**src/rtl/stopwatch_bcd_core_if.sv**
```systemverilog
// rtl/stopwatch_bcd_core_if.sv - button inputs and display outputs of the BCD stopwatch
//
// master : drives the raw buttons and reads the display (board/testbench side)
// slave  : the stopwatch core
//   btn_start, btn_lap, btn_clr : raw active-high push-buttons, asynchronous to clk
//   bcd_out[15:0]               : packed BCD time {m10, m1, s10, s1}
//   running                     : high while counting
//   lap_hold                    : high while bcd_out is frozen
//   ovf                         : sticky 99:59 -> 00:00 rollover flag
interface stopwatch_bcd_core_if;
  logic        btn_start;
  logic        btn_lap;
  logic        btn_clr;
  logic [15:0] bcd_out;
  logic        running;
  logic        lap_hold;
  logic        ovf;

  modport master (
    output btn_start, btn_lap, btn_clr,
    input  bcd_out, running, lap_hold, ovf
  );

  modport slave (
    input  btn_start, btn_lap, btn_clr,
    output bcd_out, running, lap_hold, ovf
  );
endinterface

```
**src/rtl/stopwatch_bcd_core.sv**
```systemverilog
// rtl/stopwatch_bcd_core.sv - debounced MM:SS stopwatch producing packed BCD for the digit scanner
//
// Ports:
//   clk   : system clock
//   rst_n : asynchronous active-low reset
//   sw    : slave side of stopwatch_bcd_core_if (raw buttons in, bcd_out/running/lap_hold/ovf out)
// Parameters:
//   TICK_DIV   : clk cycles per counted second
//   DEB_CYCLES : consecutive stable cycles before a button level change is accepted
module stopwatch_bcd_core #(
  parameter int TICK_DIV   = 100000000,
  parameter int DEB_CYCLES = 1000000
) (
  input  logic                  clk,
  input  logic                  rst_n,
  stopwatch_bcd_core_if.slave   sw
);

  localparam int PW = (TICK_DIV > 1) ? $clog2(TICK_DIV) : 1;
  localparam int DW = (DEB_CYCLES > 1) ? $clog2(DEB_CYCLES + 1) : 1;
  localparam logic [PW-1:0] PRESC_LAST = PW'(TICK_DIV - 1);
  localparam logic [DW-1:0] DEB_LAST   = DW'(DEB_CYCLES - 1);

  typedef enum logic [1:0] {
    ST_IDLE  = 2'd0,
    ST_RUN   = 2'd1,
    ST_PAUSE = 2'd2
  } state_t;

  // Button index: 0 = start, 1 = lap, 2 = clear.
  logic [2:0]    btn_raw;
  logic [2:0]    sync1_q;
  logic [2:0]    sync2_q;
  logic [2:0]    deb_q;
  logic [2:0]    deb_prev_q;
  logic [2:0]    armed_q;
  logic [1:0]    vld_q;
  logic [DW-1:0] deb_cnt_q [3];
  logic [2:0]    pulse;

  assign btn_raw = {sw.btn_clr, sw.btn_lap, sw.btn_start};

  // armed_q blocks the press pulse until the synchronized button has been seen low
  // after reset, so a button held through reset needs a release and a new press.
  // vld_q waits out the two synchronizer stages, whose reset zeros are not real samples.
  assign pulse = deb_q & ~deb_prev_q & armed_q;

  always_ff @(posedge clk or negedge rst_n) begin
    if (!rst_n) begin
      sync1_q    <= '0;
      sync2_q    <= '0;
      deb_q      <= '0;
      deb_prev_q <= '0;
      armed_q    <= '0;
      vld_q      <= '0;
      for (int b = 0; b < 3; b++) begin
        deb_cnt_q[b] <= '0;
      end
    end else begin
      sync1_q    <= btn_raw;
      sync2_q    <= sync1_q;
      deb_prev_q <= deb_q;
      vld_q      <= {vld_q[0], 1'b1};
      for (int b = 0; b < 3; b++) begin
        if (vld_q[1] && !sync2_q[b]) begin
          armed_q[b] <= 1'b1;
        end
        if (sync2_q[b] == deb_q[b]) begin
          deb_cnt_q[b] <= '0;
        end else if (deb_cnt_q[b] == DEB_LAST) begin
          deb_q[b]     <= sync2_q[b];
          deb_cnt_q[b] <= '0;
        end else begin
          deb_cnt_q[b] <= deb_cnt_q[b] + DW'(1);
        end
      end
    end
  end

  logic p_start;
  logic p_lap;
  logic p_clr;
  assign p_start = pulse[0];
  assign p_lap   = pulse[1];
  assign p_clr   = pulse[2];

  state_t        state_q;
  logic [PW-1:0] presc_q;
  logic [15:0]   tm_q;
  logic [15:0]   bcd_q;
  logic          running_q;
  logic          lap_q;
  logic          ovf_q;

  logic [15:0]   tm_inc;
  logic          tm_wrap;
  logic          tick;
  logic          clr;
  logic [15:0]   tm_d;

  // One-second BCD increment with per-digit carry; 99:59 wraps to 00:00.
  always_comb begin
    tm_inc  = tm_q;
    tm_wrap = 1'b0;
    if (tm_q[3:0] != 4'd9) begin
      tm_inc[3:0] = tm_q[3:0] + 4'd1;
    end else begin
      tm_inc[3:0] = 4'd0;
      if (tm_q[7:4] != 4'd5) begin
        tm_inc[7:4] = tm_q[7:4] + 4'd1;
      end else begin
        tm_inc[7:4] = 4'd0;
        if (tm_q[11:8] != 4'd9) begin
          tm_inc[11:8] = tm_q[11:8] + 4'd1;
        end else begin
          tm_inc[11:8] = 4'd0;
          if (tm_q[15:12] != 4'd9) begin
            tm_inc[15:12] = tm_q[15:12] + 4'd1;
          end else begin
            tm_inc[15:12] = 4'd0;
            tm_wrap       = 1'b1;
          end
        end
      end
    end
  end

  // A start pulse in RUN pauses on that edge, so no tick is taken on it.
  always_comb begin
    tick = (state_q == ST_RUN) && !p_start && (presc_q == PRESC_LAST);
    clr  = (state_q == ST_PAUSE) && p_clr;
    tm_d = clr ? 16'h0000 : (tick ? tm_inc : tm_q);
  end

  always_ff @(posedge clk or negedge rst_n) begin
    if (!rst_n) begin
      state_q   <= ST_IDLE;
      presc_q   <= '0;
      tm_q      <= '0;
      bcd_q     <= '0;
      running_q <= 1'b0;
      lap_q     <= 1'b0;
      ovf_q     <= 1'b0;
    end else begin
      tm_q <= tm_d;
      // The display keeps tracking on the edge lap_hold rises (capturing that
      // value) and resumes one edge after it falls.
      if (clr) begin
        bcd_q <= '0;
      end else if (!lap_q) begin
        bcd_q <= tm_d;
      end
      case (state_q)
        ST_IDLE: begin
          if (p_start) begin
            state_q   <= ST_RUN;
            running_q <= 1'b1;
            presc_q   <= '0;
          end
        end
        ST_RUN: begin
          if (p_start) begin
            state_q   <= ST_PAUSE;
            running_q <= 1'b0;
          end else if (tick) begin
            presc_q <= '0;
            if (tm_wrap) begin
              ovf_q <= 1'b1;
            end
          end else begin
            presc_q <= presc_q + PW'(1);
          end
          if (p_lap) begin
            lap_q <= !lap_q;
          end
        end
        ST_PAUSE: begin
          if (p_clr) begin
            state_q <= ST_IDLE;
            presc_q <= '0;
            lap_q   <= 1'b0;
            ovf_q   <= 1'b0;
          end else begin
            if (p_start) begin
              state_q   <= ST_RUN;
              running_q <= 1'b1;
            end
            if (p_lap) begin
              lap_q <= 1'b0;
            end
          end
        end
        default: begin
          state_q   <= ST_IDLE;
          running_q <= 1'b0;
        end
      endcase
    end
  end

  assign sw.bcd_out  = bcd_q;
  assign sw.running  = running_q;
  assign sw.lap_hold = lap_q;
  assign sw.ovf      = ovf_q;

endmodule
```
**src/flat_wrapper.sv**
```systemverilog
// flat-port wrapper written by rule: the top's interface ports become plain ports
module stopwatch_bcd_core_flat 
#(
  parameter int TICK_DIV   = 100000000,
  parameter int DEB_CYCLES = 1000000
)
  (clk, rst_n, sw_btn_start, sw_btn_lap, sw_btn_clr, sw_bcd_out, sw_running, sw_lap_hold, sw_ovf);
  stopwatch_bcd_core_if sw_i ();
  input  logic clk;
  input  logic rst_n;
  input wire logic [$bits(sw_i.btn_start)-1:0] sw_btn_start;
  input wire logic [$bits(sw_i.btn_lap)-1:0] sw_btn_lap;
  input wire logic [$bits(sw_i.btn_clr)-1:0] sw_btn_clr;
  output wire logic [$bits(sw_i.bcd_out)-1:0] sw_bcd_out;
  output wire logic [$bits(sw_i.running)-1:0] sw_running;
  output wire logic [$bits(sw_i.lap_hold)-1:0] sw_lap_hold;
  output wire logic [$bits(sw_i.ovf)-1:0] sw_ovf;
  assign sw_i.btn_start = sw_btn_start;
  assign sw_i.btn_lap = sw_btn_lap;
  assign sw_i.btn_clr = sw_btn_clr;
  assign sw_bcd_out = sw_i.bcd_out;
  assign sw_running = sw_i.running;
  assign sw_lap_hold = sw_i.lap_hold;
  assign sw_ovf = sw_i.ovf;
  stopwatch_bcd_core #(.TICK_DIV(TICK_DIV), .DEB_CYCLES(DEB_CYCLES)) u_core (.clk(clk), .rst_n(rst_n), .sw(sw_i));
endmodule
```
**config.mk**
```make
export PLATFORM = sky130hd
export DESIGN_NAME = stopwatch_bcd_core_flat
export DESIGN_NICKNAME = d
export VERILOG_FILES = /design/src/rtl/stopwatch_bcd_core_if.sv /design/src/rtl/stopwatch_bcd_core.sv /design/src/flat_wrapper.sv
export SDC_FILE = /design/constraint.sdc
export NUM_CORES = 1
export LEC_CHECK = 0
export BUFFER_PORTS_ARGS = -buffer_cell sky130_fd_sc_hd__buf_2
export CAP_MARGIN = 15
export CORE_MARGIN = 2
export CORE_UTILIZATION = 55
export CTS_BUF_LIST = sky130_fd_sc_hd__clkbuf_4 sky130_fd_sc_hd__clkbuf_8 sky130_fd_sc_hd__clkbuf_16
export DETAILED_ROUTE_END_ITERATION = 12
export GPL_ROUTABILITY_DRIVEN = 0
export HOLD_SLACK_MARGIN = 0.02
export PLACE_DENSITY = 0.72
export SYNTH_ARGS = -nofsm -noshare
export SYNTH_HDL_FRONTEND = slang
export SYNTH_SLANG_ARGS = --single-unit
```
**constraint.sdc**
```tcl
create_clock -name clk -period 3.8 [get_ports clk]
set_input_delay 0.76 -clock clk [delete_from_list [all_inputs] [get_ports clk]]
set_output_delay 0.76 -clock clk [all_outputs]
set_load 0.02 [all_outputs]
```
; Yosys cells after proc, flatten, opt, wreduce, memory -nomap -nowiden
; Cells that the tools add are included.
[totals]
regBits = 141
latchBits = 0
mem_bits_rw = 0
rom_bits = 0
inputBits = 5
output_inout_bits = 19
elab_cells = 121
n_memories = 0
[op_classes]
n_addsub = 8
n_mul = 0
n_div = 0
order_cmp = 0
n_eq_ne = 23
n_shift = 0
muxes = 43
n_bitwise = 6
n_reduce_logical = 21
[op_table]
columns = cell, n
row1 = $mux W20, 6
row2 = $mux W27, 4
row3 = $pmux W27 S3, 1
row4 = $mux W16, 4
row5 = $add A20 B1 Y20 const B, 3
row6 = $eq A20 B20 Y1 const B, 3
row7 = $add A27 B1 Y27 const B, 1
row8 = $eq A27 B27 Y1 const B, 1
row9 = $mux W4, 5
row10 = $add A4 B1 Y4 const B, 4
row11 = $mux W1, 14
row12 = $mux W12, 1
row13 = $ne A2 B1 Y1 const B, 6
row14 = $ne A4 B4 Y1 const B, 3
row15 = $mux W8, 1
row16 = $reduce_and A2 Y1, 4
row17 = $and A3 B3 Y3, 2
row18 = $logic_and A1 B1 Y1, 6
row19 = $mux W2, 3
row20 = $ne A2 B2 Y1 const B, 3
row21 = $pmux W2 S3, 1
row22 = $logic_not A1 Y1, 5
row23 = $reduce_and A5 Y1, 1
row24 = $ne A4 B3 Y1 const B, 1
row25 = 13 further kinds, 18

; Longest topological paths before layout
; Gate-level depths: netlist (run 1).
[logic_depth]
word_depth = 10
ltp_mapped = 8
ltp_nobuf = 7

; Worst setup path before layout (run 1)
; No wires, ideal clock.
[synth_path]
path_kind = register -> register
startpoint = register u_core.deb_cnt_q[0] (netlist name)
endpoint = register u_core.deb_cnt_q[11] (netlist name)
setup_ns = 0.119
arrival_time_ns = 1.829
required_time_ns = 3.681
slack_ns = 1.852
stages_incl_launch_ff = 9
path_buffers = 2
synth_period_minus_slack_ns = 1.948
path_cell_list = dfrtp_1 ha_1 nand4_1 or2_2 nor4_1 or2_2 buf_2 buf_4 nor2_1
[synth_between]
elab_chain_len = 3
word_cells_on_any_way = 4
cone_classes = add/sub (1) / eq/ne (1) / mux (2)
[synth_rtl]
columns = item, line_no
row1 = start: declaration, stopwatch_bcd_core.sv:38  ; logic [DW-1:0] deb_cnt_q [3];
row2 = start signal: indexed assignment, stopwatch_bcd_core.sv:74  ; deb_cnt_q[b] <= deb_cnt_q[b] + DW'(1);
row3 = $add A20 B1 Y20 or $eq A20 B20 Y1 (tied branches), "stopwatch_bcd_core.sv:74, stopwatch_bcd_core.sv:70"
row4 = $mux W20 (*), stopwatch_bcd_core.sv:70  ; end else if (deb_cnt_q[b] == DEB_LAST) begin
row5 = $mux W20 (*), stopwatch_bcd_core.sv:68  ; if (sync2_q[b] == deb_q[b]) begin
; Every way passes the cells marked *; elsewhere a longest branch is shown, timed or not.
; A chain may end at the register's enable or synchronous reset.

; Worst setup path after layout (run 1)
[layout_path]
startpoint = register u_core.state_q[1]
endpoint = register u_core.presc_q[17]
[layout_between]
elab_chain_len = 6
word_cells_on_any_way = 13
cone_classes = eq/ne (5) / mux (3) / reduce/logical (5)
[layout_rtl]
columns = item, line_no
row1 = start: declaration, stopwatch_bcd_core.sv:87  ; state_t state_q;
row2 = start signal: assignment, stopwatch_bcd_core.sv:137  ; state_q <= ST_IDLE;
row3 = start signal: assignment, stopwatch_bcd_core.sv:156  ; state_q <= ST_RUN;
row4 = start signal: assignment, stopwatch_bcd_core.sv:163  ; state_q <= ST_PAUSE;
row5 = $eq A2 B1 Y1, "stopwatch_bcd_core.sv:130, stopwatch_bcd_core.sv:153"
row6 = $logic_and A1 B1 Y1 (2 in a row), stopwatch_bcd_core.sv:130  ; tick = (state_q == ST_RUN) && !p_start && (presc_q == PRESC_LAST);
row7 = $mux W27, stopwatch_bcd_core.sv:165  ; end else if (tick) begin
row8 = $mux W27, stopwatch_bcd_core.sv:162  ; if (p_start) begin
row9 = $pmux W27 S3, stopwatch_bcd_core.sv:153  ; case (state_q)
row10 = end signal: assignment, stopwatch_bcd_core.sv:171  ; presc_q <= presc_q + PW'(1);
row11 = end: declaration, stopwatch_bcd_core.sv:88  ; logic [PW-1:0] presc_q;
; Several ways; a longest one is shown, not always the timed one. The select of a mux whose other input is x is not followed.

==> results of run 1 <==
==> per-stage QoR <==
step	instance area (sq um)	worst slack (ps)	total power, mW	utilization	hold WS (ps)
global route	8040	1100	3.31	0.632	351
global placement	7460	1500	1.61	0.586	333
CTS	8040	1350	3.23	0.632	344
floorplan	7210	1850	1.57	-	331
finish	8040	1350	3.20	0.632	346
detailed placement	7460	1380	1.61	0.586	335
==> cell families after synthesis <==
group / count (synthesis) / synth area share
adders and majority gates: 16 / 0.0278
AOI/OAI and AO/OA: 68 / 0.0642
DFF: 141 / 0.489
buffers and inverters: 47 / 0.0292
other: 1 / 0.000520
and+or+nand+nor: 349 / 0.272
muxes: 15 / 0.0213
xor gates and xnor gates: 79 / 0.0960
==> final timing paths <==
kind,startpoint,end,slack [ps],depth (start not counted)
min in group asynchronous,rst_n,u_core.tm_q[4],400,1
min,u_core.vld_q[0],u_core.vld_q[1],350,0
max reg2reg,u_core.state_q[1],u_core.presc_q[17],1350,7
min reg2reg,u_core.vld_q[0],u_core.vld_q[1],350,0
max in group asynchronous,rst_n,u_core.deb_cnt_q[5],2630,2
max,u_core.state_q[1],u_core.presc_q[17],1350,7
==> metal layers <==
layer / global-route usage / vias to the layer above / part of all wire
li1: - / 2552 / -
met1: 0.281 / 2581 / 0.45
met2: 0.363 / 117 / 0.49
met3: 0.0391 / 29 / 0.035
met4: 0.106 / 0 / 0.024
met5: 0 / - / 0
==> power breakdown <==
group / total [mW] / switching (mW) / leakage (nW) / internal [mW]
Clock: 1.62 / 0.743 / 0.275 / 0.873
Combinational: 0.0604 / 0.0470 / 1.48 / 0.0133
Sequential: 1.52 / 0.0108 / 1.93 / 1.51
Total: 3.20 / 0.801 / 3.69 / 2.40
==> cells in the final DEF (no fill, tap or decap), drive strengths merged, types with 5 or more instances in the layout <==
cell type / netlist / routed
dfrtp: 141 / 141
nor2: 129 / 129
nand3: 49 / 49
nand2: 41 / 41
xor2: 40 / 40
xnor2: 39 / 39
inv: 22 / 32
nand4: 27 / 27
buf: 8 / 27
a21oi: 19 / 19
and3: 19 / 19
clkbuf: 17 / 17
nor4: 17 / 17
ha: 16 / 16
nor3: 16 / 16
o21ai: 15 / 15
mux2i: 12 / 12
and4: 9 / 9
nand3b: 6 / 6
nor4b: 5 / 5
==> cell type report <==
| type | instances | area (sq um) |
|---|---|---|
| inverters | 22 | 82.6 |
| clock buffers | 17 | 425 |
| flip-flops and latches | 141 | 3530 |
| repair buffers | 27 | 164 |
| fillers | 1035 | 4690 |
| multi-input cells | 528 | 3470 |
| clock inverters | 15 | 150 |
| well taps | 172 | 215 |
==> synth_stat cells (15+ instances only) <==
library cell,count
a21oi_1,18
and3_1,15
clkbuf_1,16
dfrtp_1,141
ha_1,16
inv_1,22
nand2_1,41
nand3_1,48
nand4_1,24
nor2_1,127
nor3_1,15
o21ai_0,15
xnor2_1,39
xor2_1,40
==> sequential cells by signal (all words and copies together) (netlist names) <==
name / count
u_core.sync2_q: 3
u_core.sw.running: 1
u_core.armed_q: 3
u_core.state_q: 2
u_core.deb_q: 3
u_core.sync1_q: 3
u_core.presc_q: 27
u_core.deb_cnt_q: 60
u_core.sw.bcd_out: 16
u_core.sw.ovf: 1
u_core.tm_q: 16
u_core.sw.lap_hold: 1
u_core.vld_q: 2
u_core.deb_prev_q: 3
==> worst reg2reg max path: cells and delay by family (launching register included) <==
family | cells | cell delay [ps]
fa+ha+maj | 1 | 450
compound gates | 2 | 210
simple gates | 3 | 1120
flops | 1 | 430
buf+inv | 1 | 110
==> results.json, run 1 <==
{
  "status": "complete, no violations",
  "path_clk_slew_ps": 70,
  "clock-sinks": 141,
  "slew_viol_final": 0,
  "finalNetCount": 758,
  "max_stage_delay_ps": 460,
  "syn_to_final_growth_pct": 11.5,
  "arrival_ps": 2750,
  "synthFlopType": "dfrtp_1",
  "drtIter0Drc": 472,
  "worst_path_most_repeated_cell": "and4_1",
  "required_ps": 4100,
  "grt_pass1_wl_um": 25100,
  "grt_max_degree": 89,
  "synth_area_sq_um": 7210,
  "criticalPathCategory": "reg -> reg",
  "p_per_area_nw_per_um2": 398,
  "io_pins": 24,
  "final_hold_viol_count": 0,
  "finalNonFillerCells": 922,
  "die_w_um": 118,
  "crit_family": "simple AND/OR/NAND/NOR gates",
  "synth_cell_type_count": 72,
  "clk_latency_ps": 440,
  "portBuffers": 23,
  "ys_seq_area_frac": 0.489,
  "syn-instance-count": 716,
  "syn-num-nets": 737,
  "first_pass_iters": 5,
  "final_layout_size_suffix_gt1_frac": 0.133,
  "crit_path_cell_trace": "inv_1 > ha_1 > nand4b_1 > and4_1 > and4_1 > a21oi_1 > o22ai_1",
  "core_region_area_sq_um": 12700,
  "synth_area_leaders": "dfrtp_1 49%, nor2_1 6.6%, xor2_1 4.9%, xnor2_1 4.7%, nand3_1 3.3%",
  "clockBufferDepth": 2,
  "worstMarginPinSlew_ps": 811,
  "cts_hold_buf": 0,
  "period_share": 0.644,
  "drc": 0,
  "async_flop_share": 1.00,
  "die_h_um": 118,
  "vias": 5279,
  "h-tree-depth": 4,
  "syn-mean-instance-area_sq_um": 10.1,
  "peakVddDrop_mv": 0.322,
  "post_cts_buffers": 0,
  "start_util": 0.567,
  "hold_path_class": "reg -> reg",
  "post_cts_resized": 0,
  "ys_ff_latch": 141,
  "fmax_mhz": 408,
  "startpoint_type": "register",
  "yosysWarnings": 0,
  "drv_cap": 0,
  "fin_worst_skew_ps": 7.14,
  "grt_pass1_vias": 5358,
  "final_antenna_net_count": 0,
  "period_minus_slack_ps": 2450,
  "antenna_found_initial": 0,
  "finalSetupViolations": 0,
  "cts_tree": "done",
  "synth_top_area_share": 0.489,
  "dpl.hpwl_um": 9220,
  "finalWirelength_um": 14300,
  "row_count": 41,
  "p_leak_nw": 3.69,
  "fp.dieArea_sq_um": 14000,
  "root_buffer": "clkbuf_16",
  "cp_num_buf_inv": 1,
  "cp_slowest_cell": "and4_1",
  "crit_path_end_kind": "register",
  "dp_cells": 890,
  "slew_headroom": 0.455,
  "synth_top_cell_by_area": "dfrtp_1",
  "num_antenna_cells": 0,
  "synth-edff-count": 0,
  "grt_overflow": 0,
  "avgViaCountPerCell": 5.73,
  "rsz0062_at_grt": "false",
  "numCtsBuffers": 17,
  "grt.total_usage": 0.220,
  "tns_ps": 0,
  "path_max_fanout": 14,
  "wl_per_cell_um": 15.5
}
No activity file was read; power rests on OpenSTA's default activity.
==> inputs of run 2 (changes only) <==
ABC_AREA = 1   (was not set)
PLACE_DENSITY = 0.75   (was 0.72)
clock period = 1.96 ns   (was 3.8 ns; I/O delays follow)
==> run 2 against run 1 <==
- cell count grew 35%
- worst hold slack lost 280 ps
- core utilization grew 1.2 points
- highest routed layer unchanged
- critical path depth grew 4
==> results.json, run 2 <==
{
  "status": "complete, no violations",
  "final_cell_mix": "243 x nand2_1, 141 x dfrtp_1, 138 x nor2_1",
  "fin_worst_skew_ps": 12.6,
  "startpoint_type": "register",
  "period_share": 0.921,
  "clockBufferDepth": 2,
  "ys_ff_latch": 141,
  "core_region_area_sq_um": 13900,
  "synth.area.mux_share": 0,
  "slew_viol_final": 0,
  "antenna_found_initial": 0,
  "hold_path_class": "in -> reg",
  "fmax_mhz": 554,
  "synth_area_leaders": "dfrtp_1 45%, nand2_1 12%, nor2_1 6.8%, inv_1 5.7%, nand3_1 4.3%",
  "regMostFlops": "u_core.deb_cnt_q",
  "path_clk_slew_ps": 60,
  "grt_pass1_wl_um": 28700,
  "drc": 0,
  "crit_path_end_kind": "register",
  "hold_path_depth": 1,
  "slew_headroom": 0.633,
  "synth-edff-count": 0,
  "synth-adder-area-share": 0.0256,
  "num_antenna_cells": 0,
  "dpl.hpwl_um": 11700,
  "required_ps": 2270,
  "finalWirelength_um": 16800,
  "p_per_area_nw_per_um2": 722,
  "io_pins": 24,
  "min_to": "u_core.sync1_q[1]",
  "grt_max_degree": 46,
  "ys_seq_area_frac": 0.452,
  "grt.total_usage": 0.238,
  "synth.most_common_cell": "nand2_1",
  "reg2reg_to": "u_core.sw.ovf",
  "synth_commonest_cells": "244 x nand2_1, 142 x nor2_1, 141 x dfrtp_1, 118 x inv_1, 67 x nand3_1",
  "yosysWarnings": 0,
  "async_flop_share": 1.00,
  "fin_util": 0.644,
  "synth_compound_area_frac": 0.0466,
  "final_antenna_net_count": 0,
  "wl_per_cell_um": 13.5,
  "tns_ps": 0,
  "row_count": 43,
  "portBuffers": 23,
  "grt_overflow": 0,
  "synth_top_cell_by_area": "dfrtp_1",
  "synth_area_sq_um": 7810,
  "synth_top_area_share": 0.452,
  "arrival_ps": 2110,
  "synth_cell_type_count": 42,
  "period_minus_slack_ps": 1800,
  "clk_latency_ps": 430,
  "rrSetupSlack_ps": 160,
  "criticalPathCategory": "reg -> reg",
  "reg_top3": "u_core.deb_cnt_q: 60 flops, u_core.presc_q: 27 flops",
  "final_common_cell": "nand2_1",
  "largest_reg_flops": 60,
  "multi_input_area_sq_um": 3770,
  "clock-sinks": 141,
  "peakVddDrop_mv": 0.825,
  "finalSetupViolations": 0,
  "grt_pass1_vias": 6260,
  "r2r_cells": 11,
  "root_buffer": "clkbuf_16",
  "worstMarginPinSlew_ps": 547,
  "cts_tree": "done",
  "final_hold_viol_count": 0,
  "syn-mean-instance-area_sq_um": 7.82,
  "place_area_sq_um": 8270,
  "path_max_fanout": 9,
  "hp-start": "sw_btn_lap",
  "finalNetCount": 1073,
  "p_leak_nw": 4.36,
  "rsz0062_at_grt": "false",
  "stdcell_area_sq_um": 8940,
  "synth_xor_area_frac": 0.0314,
  "vias": 6608,
  "finalNonFillerCells": 1245,
  "synth_top_family_by_area": "simple AND/OR/NAND/NOR gates",
  "h-tree-depth": 4,
  "die_h_um": 123,
  "num-fill-cells": 1207,
  "syn-num-nets": 1020,
  "first_pass_iters": 6,
  "r2r-start": "u_core.tm_q[5]",
  "die_w_um": 123,
  "dp_cells": 1211,
  "synth_simple_gate_area_share": 0.374,
  "fp.dieArea_sq_um": 15200,
  "avgViaCountPerCell": 5.31,
  "synthFlopType": "dfrtp_1",
  "start_util": 0.562,
  "final_layout_size_suffix_gt1_frac": 0.146,
  "numCtsBuffers": 17,
  "drv_cap": 0,
  "syn-instance-count": 999,
  "syn_to_final_growth_pct": 14.5,
  "drtIter0Drc": 443,
  "seqCellArea_sq_um": 3530
}
==> run 2: cell count changes in the layout (fill, tap and decap cells not counted), sizes merged, moves of 12 or more <==
cell,delta
nor3,+22
nor2,+44
nand3,+23
nor4,-15
nand2,+225
inv,+94
xnor2,-33
buf,+17
mux2i,-12
xor2,-18
==> run 2: cell families (layout without fill, tap and decap cells) <==
| kind of cell | Yosys count | count (layout) |
|---|---|---|
| simple gates | 614 | 614 |
| compound gates | 66 | 66 |
| xor+xnor | 28 | 28 |
| other cells | 1 | 1 |
| fa+ha+maj | 16 | 16 |
| flops | 141 | 141 |
| buf+inv | 133 | 199 |
==> run 2: layout make-up <==
type,instances,share of cell area
clock buffer,18,0.0484
sequential,141,0.395
multi-input combinational,725,0.422
tap,180,0.0252
clock inverter,14,0.0203
timing repair buffer,45,0.0379
inverter,122,0.0518
==> run 2: how the worst max path moves through the flow <==
stage,depth (start not counted),slack (ps),startpoint,endpoint
2_1_floorplan,11,260,u_core.state_q[1],u_core.presc_q[6]
3_3_place_gp,9,170,u_core.state_q[1],u_core.sw.bcd_out[11]
3_5_place_dp,9,70,u_core.state_q[1],u_core.sw.bcd_out[11]
4_1_cts,9,50,u_core.state_q[1],u_core.sw.bcd_out[11]
5_1_grt,11,0.1,u_core.tm_q[5],u_core.sw.ovf
6_report,11,160,u_core.tm_q[5],u_core.sw.ovf
==> run 2: per-layer routing <==
metal | GRT usage | vias up | share of wire
met5 | 0 | - | 0
met4 | 0.0859 | 0 | 0.015
met3 | 0.0457 | 29 | 0.044
met2 | 0.394 | 173 | 0.48
met1 | 0.313 | 3091 | 0.46
li1 | - | 3315 | -
==> run 2: timing repair <==
item,CTS,global route
hold endpoints to repair,41,0
buffers inserted,0,1
gates resized for setup,0,10
setup endpoints to repair,0,31
hold buffers,1,0
==> run 2: through the flow <==
stage | hold slack [ps] | total power [mW] | setup WS [ps]
global route | 66.8 | 6.66 | 0.107
floorplan | 96.4 | 3.05 | 261
detailed placement | 338 | 3.15 | 66.2
CTS | 61.6 | 6.51 | 48.3
global placement | 333 | 3.15 | 173
finish | 65.3 | 6.45 | 155
==> run 2: critical path, cell delays in order (launching register included) <==
cell and delay, ps:
dfrtp_1 430, inv_1 90, ha_1 180, nand2_1 100
nor2_4 200, nand2_1 110, nor2_2 180, nand2_1 100
a21oi_1 130, nand2_1 80, nand2_1 50, o21ai_1 50
==> run 2: where the power goes <==
group	internal [mW]	total [mW]	switching, mW
logic	0.0422	0.147	0.105
clock network	2.04	3.35	1.31
registers	2.93	2.95	0.0169
